## src/rtl/core_fetch_pkg.sv

```systemverilog
// rtl/core_fetch_pkg.sv - shared types for the instruction fetch stage
package core_fetch_pkg;

  localparam int WORD_W = 32;
  localparam int PTR_W  = 16;

  typedef logic [WORD_W-1:0] word;
  typedef logic [PTR_W-1:0]  ptr;

  typedef struct packed {
    ptr  pc;
    word insn;
  } fetch_entry_t;

  typedef enum logic [1:0] {
    ISSUE,
    WAIT,
    DROP
  } fetch_state_t;

  function automatic ptr ptr_next(input ptr p);
    return p + ptr'(1);
  endfunction

endpackage

```

## src/rtl/core_fetch_fifo.sv

```systemverilog
// rtl/core_fetch_fifo.sv - synchronous FIFO of {pc, insn} entries with flush
module core_fetch_fifo
  import core_fetch_pkg::*;
#(
  parameter int DEPTH = 4
) (
  input  logic                   clk,
  input  logic                   rst,
  input  logic                   flush,
  input  logic                   push,
  input  fetch_entry_t           push_data,
  input  logic                   pop,
  output fetch_entry_t           head,
  output logic                   valid,
  output logic [$clog2(DEPTH):0] count
);

  localparam int AW = $clog2(DEPTH);

  fetch_entry_t mem [DEPTH];
  fetch_entry_t last_q;
  logic [AW:0]  wr_ptr;
  logic [AW:0]  rd_ptr;
  logic         do_push;
  logic         do_pop;

  assign count   = wr_ptr - rd_ptr;
  assign valid   = (count != '0);
  assign do_push = push && !flush && (count < (AW+1)'(DEPTH));
  assign do_pop  = pop && valid && !flush;

  // Once empty, the head keeps showing the last entry that was presented.
  assign head = valid ? mem[rd_ptr[AW-1:0]] : last_q;

  always_ff @(posedge clk) begin
    if (rst) begin
      wr_ptr <= '0;
      rd_ptr <= '0;
      last_q <= '0;
    end else begin
      if (valid) begin
        last_q <= head;
      end
      if (flush) begin
        rd_ptr <= wr_ptr;
      end else begin
        if (do_push) begin
          wr_ptr <= wr_ptr + (AW+1)'(1);
        end
        if (do_pop) begin
          rd_ptr <= rd_ptr + (AW+1)'(1);
        end
      end
    end
  end

  always_ff @(posedge clk) begin
    if (!rst && do_push) begin
      mem[wr_ptr[AW-1:0]] <= push_data;
    end
  end

endmodule

```

## src/rtl/core_fetch.sv

```systemverilog
// rtl/core_fetch.sv - fetch stage: sequential PC, single outstanding L1I request, prefetch FIFO
module core_fetch
  import core_fetch_pkg::*;
#(
  parameter int DEPTH    = 4,
  parameter ptr RESET_PC = '0
) (
  input  logic clk,
  input  logic rst,
  output ptr   fetch_addr,
  output logic fetch_start,
  input  logic fetch_ready,
  input  word  fetch_data_rd,
  input  logic redirect,
  input  ptr   redirect_pc,
  output logic insn_valid,
  output word  insn,
  output ptr   insn_pc,
  input  logic insn_ready
);

  localparam int CW = $clog2(DEPTH) + 1;

  fetch_state_t state;
  fetch_state_t state_n;
  ptr           pc;
  ptr           pc_n;
  logic         push;
  logic         pop;
  logic         can_issue;
  logic [CW-1:0] count;
  fetch_entry_t head;
  fetch_entry_t push_data;

  // The outstanding request reserves a slot, so issuing only below DEPTH never overflows.
  assign can_issue  = (count < CW'(DEPTH));
  assign fetch_addr = pc;
  assign pop        = insn_valid && insn_ready && !redirect;
  assign push_data  = '{pc: pc, insn: fetch_data_rd};

  always_comb begin
    state_n     = state;
    fetch_start = 1'b0;
    push        = 1'b0;
    case (state)
      ISSUE: begin
        if (!redirect && can_issue) begin
          fetch_start = 1'b1;
          state_n     = WAIT;
        end
      end
      WAIT: begin
        if (redirect) begin
          state_n = fetch_ready ? ISSUE : DROP;
        end else if (fetch_ready) begin
          push    = 1'b1;
          state_n = ISSUE;
        end
      end
      DROP: begin
        if (fetch_ready) begin
          state_n = ISSUE;
        end
      end
      default: state_n = ISSUE;
    endcase
    if (rst) begin
      fetch_start = 1'b0;
      push        = 1'b0;
    end
  end

  always_comb begin
    pc_n = pc;
    if (redirect) begin
      pc_n = redirect_pc;
    end else if (push) begin
      pc_n = ptr_next(pc);
    end
  end

  always_ff @(posedge clk) begin
    if (rst) begin
      state <= ISSUE;
      pc    <= RESET_PC;
    end else begin
      state <= state_n;
      pc    <= pc_n;
    end
  end

  core_fetch_fifo #(
    .DEPTH(DEPTH)
  ) u_fifo (
    .clk      (clk),
    .rst      (rst),
    .flush    (redirect),
    .push     (push),
    .push_data(push_data),
    .pop      (pop),
    .head     (head),
    .valid    (insn_valid),
    .count    (count)
  );

  assign insn    = head.insn;
  assign insn_pc = head.pc;

endmodule

```

## config.mk

```make
export PLATFORM = sky130hd
export DESIGN_NAME = core_fetch
export DESIGN_NICKNAME = d
export VERILOG_FILES = /design/src/rtl/core_fetch_pkg.sv /design/src/rtl/core_fetch_fifo.sv /design/src/rtl/core_fetch.sv
export SDC_FILE = /design/constraint.sdc
export NUM_CORES = 1
export LEC_CHECK = 0
export CORE_MARGIN = 2
export CORE_UTILIZATION = 55
export CTS_CLUSTER_SIZE = 24
export DETAILED_ROUTE_END_ITERATION = 8
export PLACE_DENSITY_LB_ADDON = 0.3
export SYNTH_ARGS = -nofsm -noshare
export SYNTH_HDL_FRONTEND = slang
export SYNTH_SLANG_ARGS = --single-unit
```

## constraint.sdc

```tcl
create_clock -name clk -period 6.2 [get_ports clk]
set_input_delay 1.55 -clock clk [delete_from_list [all_inputs] [get_ports clk]]
set_output_delay 1.55 -clock clk [all_outputs]
set_load 0.05 [all_outputs]
```

---- After elaboration in Yosys (flattened, before gate mapping) ----
Memories as Yosys holds them, arrays and structs flattened. A register that Yosys moved wholly into a read port is not among the register bits.
Cells that the tools add are included.
storage, ports and cells
  bits in latches ......................... 0
  logic and storage cells ................. 52
  bits in registers ....................... 72
  output and inout port bits .............. 66
  bits in read-only memories .............. 0
  memory bits (writable) .................. 192
  bits of input ports ..................... 53
  memories kept ........................... 1
memory list
  name        words  width  read ports  clocked after Yosys merged registers in  wr ports  RTL line               RTL
  u_fifo.mem  4      48     1           1                                        1         core_fetch_fifo.sv:20  fetch_entry_t mem [DEPTH];
cells by class
  reduce and logical (&&, ||, !) cells .... 15
  shift operators ......................... 0
  div/mod/pow operators ................... 0
  equality and inequality tests ........... 3
  multiplexer cells ....................... 21
  $lt $le $gt $ge ......................... 1
  multipliers ............................. 0
  $add $sub $neg .......................... 4
  bitwise operators ....................... 1
operators with widths
  operator                                           count
  2-to-1 mux 48 bit                                  1
  2-to-1 mux 16 bit                                  2
  adder 16 x 1 -> 16 bit, second input constant      1
  2-to-1 mux 2 bit                                   6
  2-to-1 mux 1 bit                                   9
  logical AND 1 bit                                  8
  adder 3 x 1 -> 3 bit, second input constant        2
  2-to-1 mux 3 bit                                   2
  case mux 2 bit (3 select lines)                    1
  nonzero test 2 bit                                 2
  less-than comparator 3 bit, second input constant  1
  nonzero test 3 bit                                 1
  subtractor 3 bit                                   1
  == test 2 x 1 -> 1 bit, second input constant      1
  == test 2 bit, second input constant               1
  zero test 1 bit                                    2
  zero test 2 bit                                    1
  != test 2 bit, second input constant               1
  AND reduction 2 bit                                1
  inverter 1 bit                                     1

---- Longest topological paths before layout ----
Gate-level depths: netlist of the first run.
  depth after elaboration ................. 10
  gate-level depth with buffers ........... 8
  depth with buffers taken out ............ 6

---- Cells and area by module ----
Synthesis of the first run repeated with hierarchy kept, for this count alone.
second synthesis, totals
  cells, all modules ...................... 700
  area total of the unflattened synthesis .. 10,422.5 um2
by module, submodules not included
  module           cells each  seq. area each (um2)  instances  area each (um2)
  core_fetch_fifo  580         6,886.6               1          9,416.5
  core_fetch       120         360.3                 1          1,006.0

---- Least setup slack after synthesis of the first run ----
Ideal clock, no wire load.
  kind .................................... in2out
  start point ............................. input port redirect
  end point ............................... output port fetch_start
  data required time ...................... 4,650 ps
  slack ................................... 1,774 ps
  buffers on the path ..................... 1
  stages .................................. 4
  arrival time ............................ 2,876 ps
  path through ............................ buf_6 nor3_2 or2b_1 a21oi_1
between the ends
  cells in the longest elaborated chain, start to end .. 5
RTL lines
  item               RTL line          RTL
  from (decl)        core_fetch.sv:14  input logic redirect,
  zero test 1 bit    core_fetch.sv:47  if (!redirect && can_issue) begin
  logical AND 1 bit  core_fetch.sv:47
  2-to-1 mux 1 bit   core_fetch.sv:47
  2-to-1 mux 1 bit   core_fetch.sv:45  case (state)
  2-to-1 mux 1 bit   core_fetch.sv:67  if (rst) begin
  to (decl)          core_fetch.sv:11  output logic fetch_start,
No other way between the ends.

---- Worst setup path in the final report of the first run ----
Same ends and word-level chain as after synthesis.

==> out/results.tsv, run 1 <==
metric	value	unit
run status	finished clean	
CTS H-Tree Depth	1	
maximum clock skew at final layout	0.02089	ns
Mapped Area	0.01048	mm^2
area overhead of the layout relative to synthesis	22.61	%
type of origin of the critical path	input pin	
number of buffers on the longest clock path	3	
DRC violation total after the first TritonRoute iteration	550	
P_int	3.271	mW
Comb power frac	14.7	%
DP Cell Count	1030	
synth unique cells	52	
clk_lat worst skew	0.54	ns
sequential power share	45.5	%
number of failing hold endpoints at the final stage	0	
worst slew slack as a fraction of its limit	24.33	%
clock sinks	266	
top cell type by total area after synthesis	edfxtp_1	
port bufs	118	
Final Hold Slack	0.4713	ns
portion of synthesized cell area occupied by the leading cell type	55.04	%
Antenna Diode Count	0	
total routing resource utilization after global routing	22.62	%
largest fanout on the critical path	10	
RSZ-0062 raised after global routing	no	
initial cell density of the core	56.00	%
final weighted congestion in routability-driven placement	0.8336	
core box area	0.01871	mm^2
switching power as a share of total power	25.61	%
timing-limited maximum frequency	193.8	MHz
number of remaining DRC errors	0	
count of placed standard cells in the final layout, fillers left out	1080	
Die Ht	142.0	um
average footprint of a synthesized cell	14.73	um^2
vias	6631	
endpoint required time on the critical path	4.65	ns
post-synthesis instance total	711	
critical path capture point type	output port	
cell types with the largest area share after synthesis	edfxtp_1 55%, dfxtp_1 14%, mux4_2 10%	
via count of the first global-routing pass	6831	
clock tree root buffer cell	clkbuf_16	
P per Cell Area	342.3	mW/mm^2
EDFF count, synth	192	
Leak Pwr	4.389	nW
predominant post-synthesis flop cell	edfxtp_1	
pin count of the biggest net entering global routing	75	
CTS tree	done	
global-route wire length before repair	35420	um
number of nets in the finished design	886	
worst-case vdd ir drop	0.0002419	V
total placed instance area	0.01187	mm^2
FF/Latch Area	0.007252	mm^2
switching pwr	1.126	mW
number of max-cap violations	0	
async set-reset flop share out of synthesis	0	%
end-of-flow core utilization	68.66	%
max-slew violation total from the final report	0	
Final Cycle Share	83.22	%
layout filler cell count	1193	
sequential area share after synthesis	69.18	%
Clock Pin Slew Worst Setup and Hold Paths	0.06	ns
Worst Path Arrival	3.61	ns
total setup buffers inserted after CTS	0	
Tightest Pin Transition	1.135	ns
routed len/inst	21.28	um
share of cells above drive strength 1	14.89	%
number of warning messages in the yosys log	0	
register bit count reported by yosys	266	
start-to-end type of the worst setup path	input pin to output port	
setup TNS	0	ns
total clock buffers created by CTS	27	
vias per cell	6.140	
total of hold buffers inserted after clock tree synthesis	0	
part of the total power dissipated in the clock network	39.9	%
multi-input gate area in the final layout	0.003014	mm^2
clock period minus final worst setup slack	5.160	ns
Post-Syn Nets	772	
grt total ovfl	0	
post-cts resize count	0	
HPWL reported at the end of detailed placement	13560	um
Antenna Violating Nets Remaining	0	
post-route standard cell area excluding fillers	0.01284	mm^2
number of setup violations in the final report	0	
final routed wirelength across all metal layers	22980	um
IO Count	119	
antenna violations before repair	0	
Die Wd	142.0	um
row count	50	
overall die area	0.02017	mm^2
number of optimization iterations in the first detailed-route pass	5	
worst hold-check path type	flip-flop to flip-flop	
power by group through the flow:
stage	clock [mW]	combinational (mW)	sequential, mW
after detailed placement	0	0.641	2.04
final	1.75	0.645	2.00
after global placement	0	0.628	2.03
after floorplan	0	0.407	2.03
after CTS	1.77	0.645	2.00
after global routing	1.84	0.676	2.01
critical path, stage by stage:
cell	delay (ns)
clkdlybuf4s50_1	0.41
buf_4	0.19
nor3_2	0.24
or2b_1	0.25
a21oi_1	0.14
clkdlybuf4s50_1	0.82
logic make-up after synthesis:
kind of cell	share of synthesized area, %
compound gates	7.489
xor+xnor	0.8362
fa+ha+maj	0.9556
buf+inv	2.234
flops	69.18
mux	10.71
simple gates	8.588
sequential cells by signal, indices dropped and copies added, names as in the netlist, named ones only:
signal / cells
u_fifo.mem: 192
u_fifo.last_q: 48
fetch_addr: 16
u_fifo.rd_ptr: 3
u_fifo.wr_ptr: 3
state: 2
per-stage QoR:
step	setup WS (ns)	power (mW)
after global placement	1.074	2.662
after global routing	0.9144	4.523
after floorplan	1.774	2.442
after CTS	1.040	4.418
after detailed placement	1.064	2.679
final	1.040	4.397
cells in the mapped netlist, types with 2 or more instances:
cell type    n
a211oi_1     3
a21oi_1     54
a22o_1       2
a311oi_1    11
and2_1       4
and3_1       2
buf_1        8
buf_2       10
clkbuf_1    26
dfxtp_1     74
edfxtp_1   192
ha_1         8
inv_1       10
mux2i_1      3
mux4_2      48
nand2_1     65
nand2b_1     3
nand3_1     55
nand4_1      2
nand4_2      2
nor2_1      18
nor2b_1      2
nor3_1       6
o211ai_1     2
o21ai_0     54
o31ai_1      4
or3_1        4
or3_2        3
or4_1        5
xnor2_1      8
xor2_1       2
final timing paths:
path	startpoint	endpoint	slack, ns	cells after the start
worst max-delay path	redirect	fetch_start	1.04	6
worst min-delay path	u_fifo.last_q[8]$_SDFFE_PP0P_	u_fifo.last_q[8]$_SDFFE_PP0P_	0.47	2
worst max register to register	u_fifo.rd_ptr[1]$_SDFFE_PP0P_	u_fifo.mem[2][1]$_DFFE_PP_	3.10	7
worst min register to register	u_fifo.last_q[8]$_SDFFE_PP0P_	u_fifo.last_q[8]$_SDFFE_PP0P_	0.47	2
cells in the final DEF, fill, tap and decap left out, drive strengths merged, types with 11 or more instances in the layout:
master / count
edfxtp: 192
clkdlybuf4s50: 117
dfxtp: 74
nand2: 65
nand3: 55
o21ai: 54
a21oi: 54
mux4: 48
clkbuf: 36
nor2: 18
buf: 14
a311oi: 11
inv: 11
per-layer routing:
| layer | share of wire (%) | track usage, % | vias up |
|---|---|---|---|
| met5 | 0 | 0 | - |
| met4 | 2.1 | 7.368 | 0 |
| met3 | 6.2 | 3.096 | 48 |
| met2 | 52 | 40.12 | 286 |
| met1 | 40 | 29.05 | 3324 |
| li1 | - | - | 2973 |
area by class of cell:
| cell class | instances | share of cell area (%) |
|---|---|---|
| Tap cell | 234 | 2.280 |
| Multi-Input combinational cell | 389 | 23.47 |
| Sequential cell | 266 | 56.46 |
| Clock inverter | 14 | 1.744 |
| Inverter | 10 | 0.2923 |
| Clock buffer | 36 | 5.835 |
| Timing Repair Buffer | 131 | 9.917 |
No activity file was read; power rests on OpenSTA's default activity.
==> inputs of run 2 (changes only) <==
--- a/config.mk
+++ b/config.mk
@@ -6,7 +6,7 @@
 export NUM_CORES = 1
 export LEC_CHECK = 0
 export CORE_MARGIN = 2
-export CORE_UTILIZATION = 55
+export CORE_UTILIZATION = 50
 export CTS_CLUSTER_SIZE = 24
 export DETAILED_ROUTE_END_ITERATION = 8
 export PLACE_DENSITY_LB_ADDON = 0.3
==> constraint.sdc (replaced) <==
create_clock -name clk -period 4.2 [get_ports clk]
set_input_delay 1.05 -clock clk [delete_from_list [all_inputs] [get_ports clk]]
set_output_delay 1.05 -clock clk [all_outputs]
set_load 0.05 [all_outputs]
==> run 2 against run 1 <==
Global-route usage decreased by 1.1 points. First-iteration DRC count down 27%. Sequential share of layout area down 0.58 points. Clock skew is 0.010 ns lower. Cell count increased by 4.2%. Combinational power is 47% higher. Worst setup slack worse by 0.90 ns. Largest power group unchanged. Highest routed layer unchanged.
==> out/results.tsv, run 2 (synthesis results as in run 1) <==
metric	value	unit	change
Die Wd	148.7	um	+4.7%
start-to-end type of the worst setup path	flip-flop to output port		
highest-count cells in the layout ignoring fill and taps	192 x edfxtp_1, 72 x dfxtp_1, 68 x clkdlybuf4s50_1		
cell type of the slowest stage on the worst timing path	dlygate4sd2_1		
maximum clock skew at final layout	0.01079	ns	-0.01011 ns
row count	52		+4.0%
worst slack at placement	0.3237	ns	-0.7401 ns
share of cells above drive strength 1	16.61	%	+1.7 points
total setup buffers inserted after CTS	0		unchanged
number of failing hold endpoints at the final stage	0		unchanged
final weighted congestion in routability-driven placement	0.7741		-7.1%
core box area	0.02043	mm^2	+9.2%
series of cell instances along the critical path	inv_1, ha_1, nor2b_2, xnor2_2, buf_12, o21ai_0, nand2_1, dlygate4sd2_1		
number of setup violations in the final report	0		unchanged
critical path's top delay family	buffers and inverters		
worst-case vdd ir drop	0.0003685	V	+52%
Buf/Inv on CP	3		unchanged
Leak Pwr	4.613	nW	+5.1%
total routing resource utilization after global routing	21.48	%	-1.1 points
worst slew slack as a fraction of its limit	43.41	%	+19 points
RSZ-0062 raised after global routing	no		
largest fanout on the critical path	26		+16
final routed wirelength across all metal layers	23770	um	+3.5%
clock tree root buffer cell	clkbuf_16		
type of origin of the critical path	flip-flop		
count of placed standard cells in the final layout, fillers left out	1125		+4.2%
IO Count	119		unchanged
P per Cell Area	489.3	mW/mm^2	+43%
Largest register FFs	192		unchanged
initial cell density of the core	51.27	%	-4.7 points
DP Cell Count	1076		+4.5%
area overhead of the layout relative to synthesis	23.89	%	
delay of the slowest cell on the worst path	0.54	ns	-0.28 ns
number of max-cap violations	0		unchanged
HPWL reported at the end of detailed placement	14670	um	+8.1%
max-slew violation total from the final report	0		unchanged
CTS tree	done		
timing-limited maximum frequency	246.2	MHz	
Antenna Violating Nets Remaining	0		unchanged
pin count of the biggest net entering global routing	74		-1.3%
number of remaining DRC errors	0		unchanged
clock sinks	266		unchanged
port bufs	118		unchanged
Antenna Diode Count	0		unchanged
Die Ht	148.7	um	+4.7%
most common cell after layout, fill and taps aside	edfxtp_1		
endpoint required time on the critical path	3.15	ns	-1.50 ns
run status	finished clean		
Final Cycle Share	96.69	%	
setup TNS	0	ns	unchanged
Overall Power	6.350	mW	+44%
Worst Path Arrival	3.01	ns	-0.60 ns
final critical-path setup slack	0.1391	ns	-0.9013 ns
global-route wire length before repair	37050	um	+4.6%
number of optimization iterations in the first detailed-route pass	4		-1
vias	6684		+0.80%
layout filler cell count	1490		+25%
FF/Latch Area	0.007252	mm^2	unchanged
overall die area	0.02212	mm^2	+9.7%
DRC violation total after the first TritonRoute iteration	401		-27%
Clock Pin Slew Worst Setup and Hold Paths	0.06	ns	about the same
via count of the first global-routing pass	6902		+1.0%
clk_lat worst skew	0.52	ns	-0.02 ns
total clock buffers created by CTS	27		unchanged
antenna violations before repair	0		unchanged
number of nets in the finished design	896		+1.1%
multi-input gate area in the final layout	0.003032	mm^2	+0.58%
grt total ovfl	0		unchanged
worst hold-check path type	flip-flop to flip-flop		
Tightest Pin Transition	0.8489	ns	-0.2862 ns
vias per cell	5.941		-3.2%
CTS H-Tree Depth	1		unchanged
number of buffers on the longest clock path	3		unchanged
routed len/inst	21.13	um	-0.67%
critical path capture point type	output port		
clock period minus final worst setup slack	4.061	ns	
run 2: cell count changes in the layout (fill, tap and decap cells not counted), sizes merged, moves of 3 or more:
cell and delta:
dlygate4sd2 +36, dlymetal6s2s +5, bufinv -3, clkinv -5, clkbuf +7, clkdlybuf4s50 -49
buf +18
run 2: final cells by class:
class / instances / share of cell area (%)
inverters: 10 / 0.2892
repair buffers: 141 / 10.66
clock buffers: 43 / 6.373
multi-input cells: 389 / 23.36
clock inverters: 6 / 0.8292
flip-flops and latches: 266 / 55.88
well taps: 270 / 2.603
run 2: report_power, final:
group / leakage (nW) / switching (mW) / total [mW] / internal [mW]
clock network: 0.455 / 0.938 / 2.46 / 1.53
logic: 1.81 / 0.643 / 0.947 / 0.304
registers: 2.35 / 0.0571 / 2.94 / 2.88
run 2: final timing paths:
| path | from | slack [ns] | depth (start not counted) | to |
|---|---|---|---|---|
| setup / recovery | u_fifo.wr_ptr[0]$_SDFFE_PP0P_ | 0.14 | 8 | insn[24] |
| hold / removal | u_fifo.last_q[0]$_SDFFE_PP0P_ | 0.48 | 2 | u_fifo.last_q[0]$_SDFFE_PP0P_ |
| setup reg to reg | u_fifo.wr_ptr[2]$_SDFFE_PP0P_ | 1.49 | 5 | u_fifo.mem[2][2]$_DFFE_PP_ |
| hold reg to reg | u_fifo.last_q[0]$_SDFFE_PP0P_ | 0.48 | 2 | u_fifo.last_q[0]$_SDFFE_PP0P_ |
run 2: timing repair:
action,4_1_cts,5_1_grt
gates resized for setup,39,5
hold buffers,0,0
endpoints found under the setup margin,41,5
run 2: layer usage:
layer | vias up | track usage (%) | share of wire, %
li1 | 2999 | - | -
met1 | 3407 | 28.16 | 41
met2 | 241 | 37.57 | 50
met3 | 37 | 4.251 | 6.9
met4 | 0 | 4.619 | 2.0
met5 | - | 0 | 0
run 2: tightest hold or removal path, cell delays in order, from the launching register on:
cell and delay (ns):
dfxtp_1 0.30, nand3_1 0.07, a21oi_1 0.06
run 2: stage by stage:
step	hold WS, ns	util [%]	cell area, um^2
floorplan	0.4533	-	10480
global placement	0.4594	59.03	12060
detailed placement	0.4674	59.03	12060
CTS	0.4768	63.46	12960
global route	0.5008	63.52	12980
finish	0.4752	63.52	12980
==> inputs of run 3 (changes only) <==
--- a/config.mk
+++ b/config.mk
@@ -6,9 +6,10 @@
 export NUM_CORES = 1
 export LEC_CHECK = 0
 export CORE_MARGIN = 2
-export CORE_UTILIZATION = 50
+export CORE_UTILIZATION = 55
 export CTS_CLUSTER_SIZE = 24
 export DETAILED_ROUTE_END_ITERATION = 8
+export DONT_BUFFER_PORTS = 1
 export PLACE_DENSITY_LB_ADDON = 0.3
 export SYNTH_ARGS = -nofsm -noshare
 export SYNTH_HDL_FRONTEND = slang
==> run 3 against run 2 <==
Hold slack worse by 0.0087 ns. Count of clock-buffer cells in the layout shrank 8. Non-clock buffer count is 124 lower. Die area fell by 8.9%. Critical endpoint is now insn_pc[13]. Highest routed layer unchanged.
==> out/results.tsv, run 3 (synthesis results as in run 1) <==
metric	value	unit	change
DRC violation total after the first TritonRoute iteration	380		-5.2%
switching power as a share of total power	26.16	%	+0.36 points
Antenna Violating Nets Remaining	0		unchanged
start-to-end type of the worst setup path	flip-flop to output port		
layout filler cell count	1328		-11%
hold path depth	2		unchanged
clk_lat worst skew	0.52	ns	about the same
FF/Latch Area	0.007252	mm^2	unchanged
final routed wirelength across all metal layers	21690	um	-8.8%
P_int	4.400	mW	-6.6%
Clock Pin Slew Worst Setup and Hold Paths	0.06	ns	about the same
Die Ht	142.0	um	-4.5%
core box area	0.01871	mm^2	-8.4%
endpoint of the worst hold path	u_fifo.last_q[14]$_SDFFE_PP0P_		
Worst Path Arrival	2.98	ns	-0.03 ns
timing-limited maximum frequency	247.9	MHz	+0.67%
worst hold-check path type	flip-flop to flip-flop		
global-route wire length before repair	33770	um	-8.8%
clock tree root buffer cell	clkbuf_16		
vias per cell	6.298		+6.0%
via count of the first global-routing pass	6261		-9.3%
final weighted congestion in routability-driven placement	0.8228		+6.3%
Leak Pwr	3.928	nW	-15%
RSZ-0062 raised after global routing	no		
routed len/inst	22.50	um	+6.5%
total setup buffers inserted after CTS	0		unchanged
Comb power frac	11.5	%	-3.4 points
number of max-cap violations	0		unchanged
vias	6071		-9.2%
total placed instance area	0.01081	mm^2	-10%
most common cell after layout, fill and taps aside	edfxtp_1		
switching pwr	1.559	mW	-4.8%
setup slack on the worst flop-to-flop path	1.31	ns	-0.18 ns
antenna violations before repair	0		unchanged
DP Cell Count	916		-15%
Final Cycle Share	96.04	%	-0.65 points
Overall Power	5.959	mW	-6.2%
multi-input gate area in the final layout	0.003042	mm^2	+0.33%
type of origin of the critical path	flip-flop		
grt total ovfl	0		unchanged
worst slew slack as a fraction of its limit	31.16	%	-12 points
largest fanout on the critical path	28		+7.7%
row count	50		-3.8%
area overhead of the layout relative to synthesis	11.77	%	
P per Cell Area	509.0	mW/mm^2	+4.0%
sequential power share	50.0	%	+3.7 points
total clock buffers created by CTS	26		-3.7%
Die Wd	142.0	um	-4.5%
endpoint required time on the critical path	3.15	ns	about the same
depth of the worst register-to-register path	5		unchanged
clock sinks	266		unchanged
setup TNS	0	ns	unchanged
run status	finished clean		
CTS H-Tree Depth	1		unchanged
overall die area	0.02017	mm^2	-8.9%
final critical-path setup slack	0.1663	ns	+0.02721 ns
number of setup violations in the final report	0		unchanged
initial cell density of the core	56.00	%	+4.7 points
total routing resource utilization after global routing	21.69	%	+0.21 points
hold path startpoint	u_fifo.last_q[14]$_SDFFE_PP0P_		
HPWL reported at the end of detailed placement	13390	um	-8.7%
post-route standard cell area excluding fillers	0.01171	mm^2	-9.8%
max-slew violation total from the final report	0		unchanged
Crit Reg-Reg Endpoint	u_fifo.mem[0][13]$_DFFE_PP_		
highest-count cells in the layout ignoring fill and taps	192 x edfxtp_1, 72 x dfxtp_1, 64 x nand2_1		
worst-case vdd ir drop	0.0002647	V	-28%
count of placed standard cells in the final layout, fillers left out	964		-14%
number of nets in the finished design	771		-14%
Tightest Pin Transition	1.033	ns	+0.1837 ns
Critical R2R Launch	u_fifo.wr_ptr[2]$_SDFFE_PP0P_		
number of buffers on the longest clock path	3		unchanged
Largest register FFs	192		unchanged
critical path capture point type	output port		
end-of-flow core utilization	62.59	%	-0.93 points
share of cells above drive strength 1	17.26	%	+0.65 points
number of remaining DRC errors	0		unchanged
number of optimization iterations in the first detailed-route pass	6		+2
part of the total power dissipated in the clock network	38.6	%	-0.2 points
Antenna Diode Count	0		unchanged
CTS tree	done		
number of failing hold endpoints at the final stage	0		unchanged
IO Count	119		unchanged
Final Hold Slack	0.4665	ns	-0.008674 ns
clock period minus final worst setup slack	4.034	ns	-0.02721 ns
maximum clock skew at final layout	0.01098	ns	+0.0001937 ns
pin count of the biggest net entering global routing	76		+2.7%
port bufs	0		-100%
worst slack at placement	0.4066	ns	+0.08284 ns
[run 3: cell types whose count changed in the layout (fill, tap and decap cells not counted), moves of 2 or more]
cell             change
clkbuf_1             -4
clkinv_4             +2
clkdlybuf4s50_1     -68
buf_4               -14
dlygate4sd2_1       -36
clkbuf_8             -3
clkinv_1             +4
dlymetal6s2s_1       -5
[run 3: layout make-up]
class / instances / share of cell area, %
Clock inverter: 13 / 1.047
Inverter: 10 / 0.3206
Sequential cell: 266 / 61.94
Timing Repair Buffer: 17 / 1.838
Tap cell: 234 / 2.501
Multi-Input combinational cell: 389 / 25.98
Clock buffer: 35 / 6.370
[run 3: power groups by stage]
| stage | logic, mW | clock network [mW] | registers, mW |
|---|---|---|---|
| floorplan | 0.601 | 0 | 3.00 |
| global placement | 0.660 | 0 | 3.03 |
| detailed placement | 0.679 | 0 | 3.04 |
| CTS | 0.685 | 2.34 | 2.98 |
| global route | 0.725 | 2.45 | 2.99 |
| finish | 0.683 | 2.30 | 2.98 |
[run 3: critical path, stage by stage (launching register included)]
cell and delay (ns):
dfxtp_1 0.43, inv_1 0.12, ha_1 0.22, nor2b_2 0.23, xnor2_4 0.59, buf_12 0.27
o21ai_0 0.15, nand2_1 0.45
[run 3: worst max-delay path by stage]
stage | startpoint | to | depth (start not counted)
floorplan | redirect | u_fifo.mem[1][0]$_DFFE_PP_ | 5
global placement | u_fifo.wr_ptr[0]$_SDFFE_PP0P_ | insn_pc[11] | 7
detailed placement | u_fifo.wr_ptr[0]$_SDFFE_PP0P_ | insn_pc[13] | 7
CTS | u_fifo.wr_ptr[0]$_SDFFE_PP0P_ | insn_pc[11] | 7
global route | u_fifo.wr_ptr[0]$_SDFFE_PP0P_ | insn_pc[13] | 7
finish | u_fifo.wr_ptr[0]$_SDFFE_PP0P_ | insn_pc[13] | 7
[run 3: repair_timing]
action | CTS | global route
gates resized for setup | 2 | 1
setup endpoints to repair | 35 | 27
hold buffers | 0 | 0
[run 3: per-layer routing]
layer | routed length [um] | GRT usage, % | vias to the layer above
li1 | - | - | 2748
met1 | 8649 | 28.14 | 3058
met3 | 1589 | 4.744 | 27
met5 | 0 | 0 | -
met4 | 310 | 5.211 | 0
met2 | 11140 | 37.71 | 238
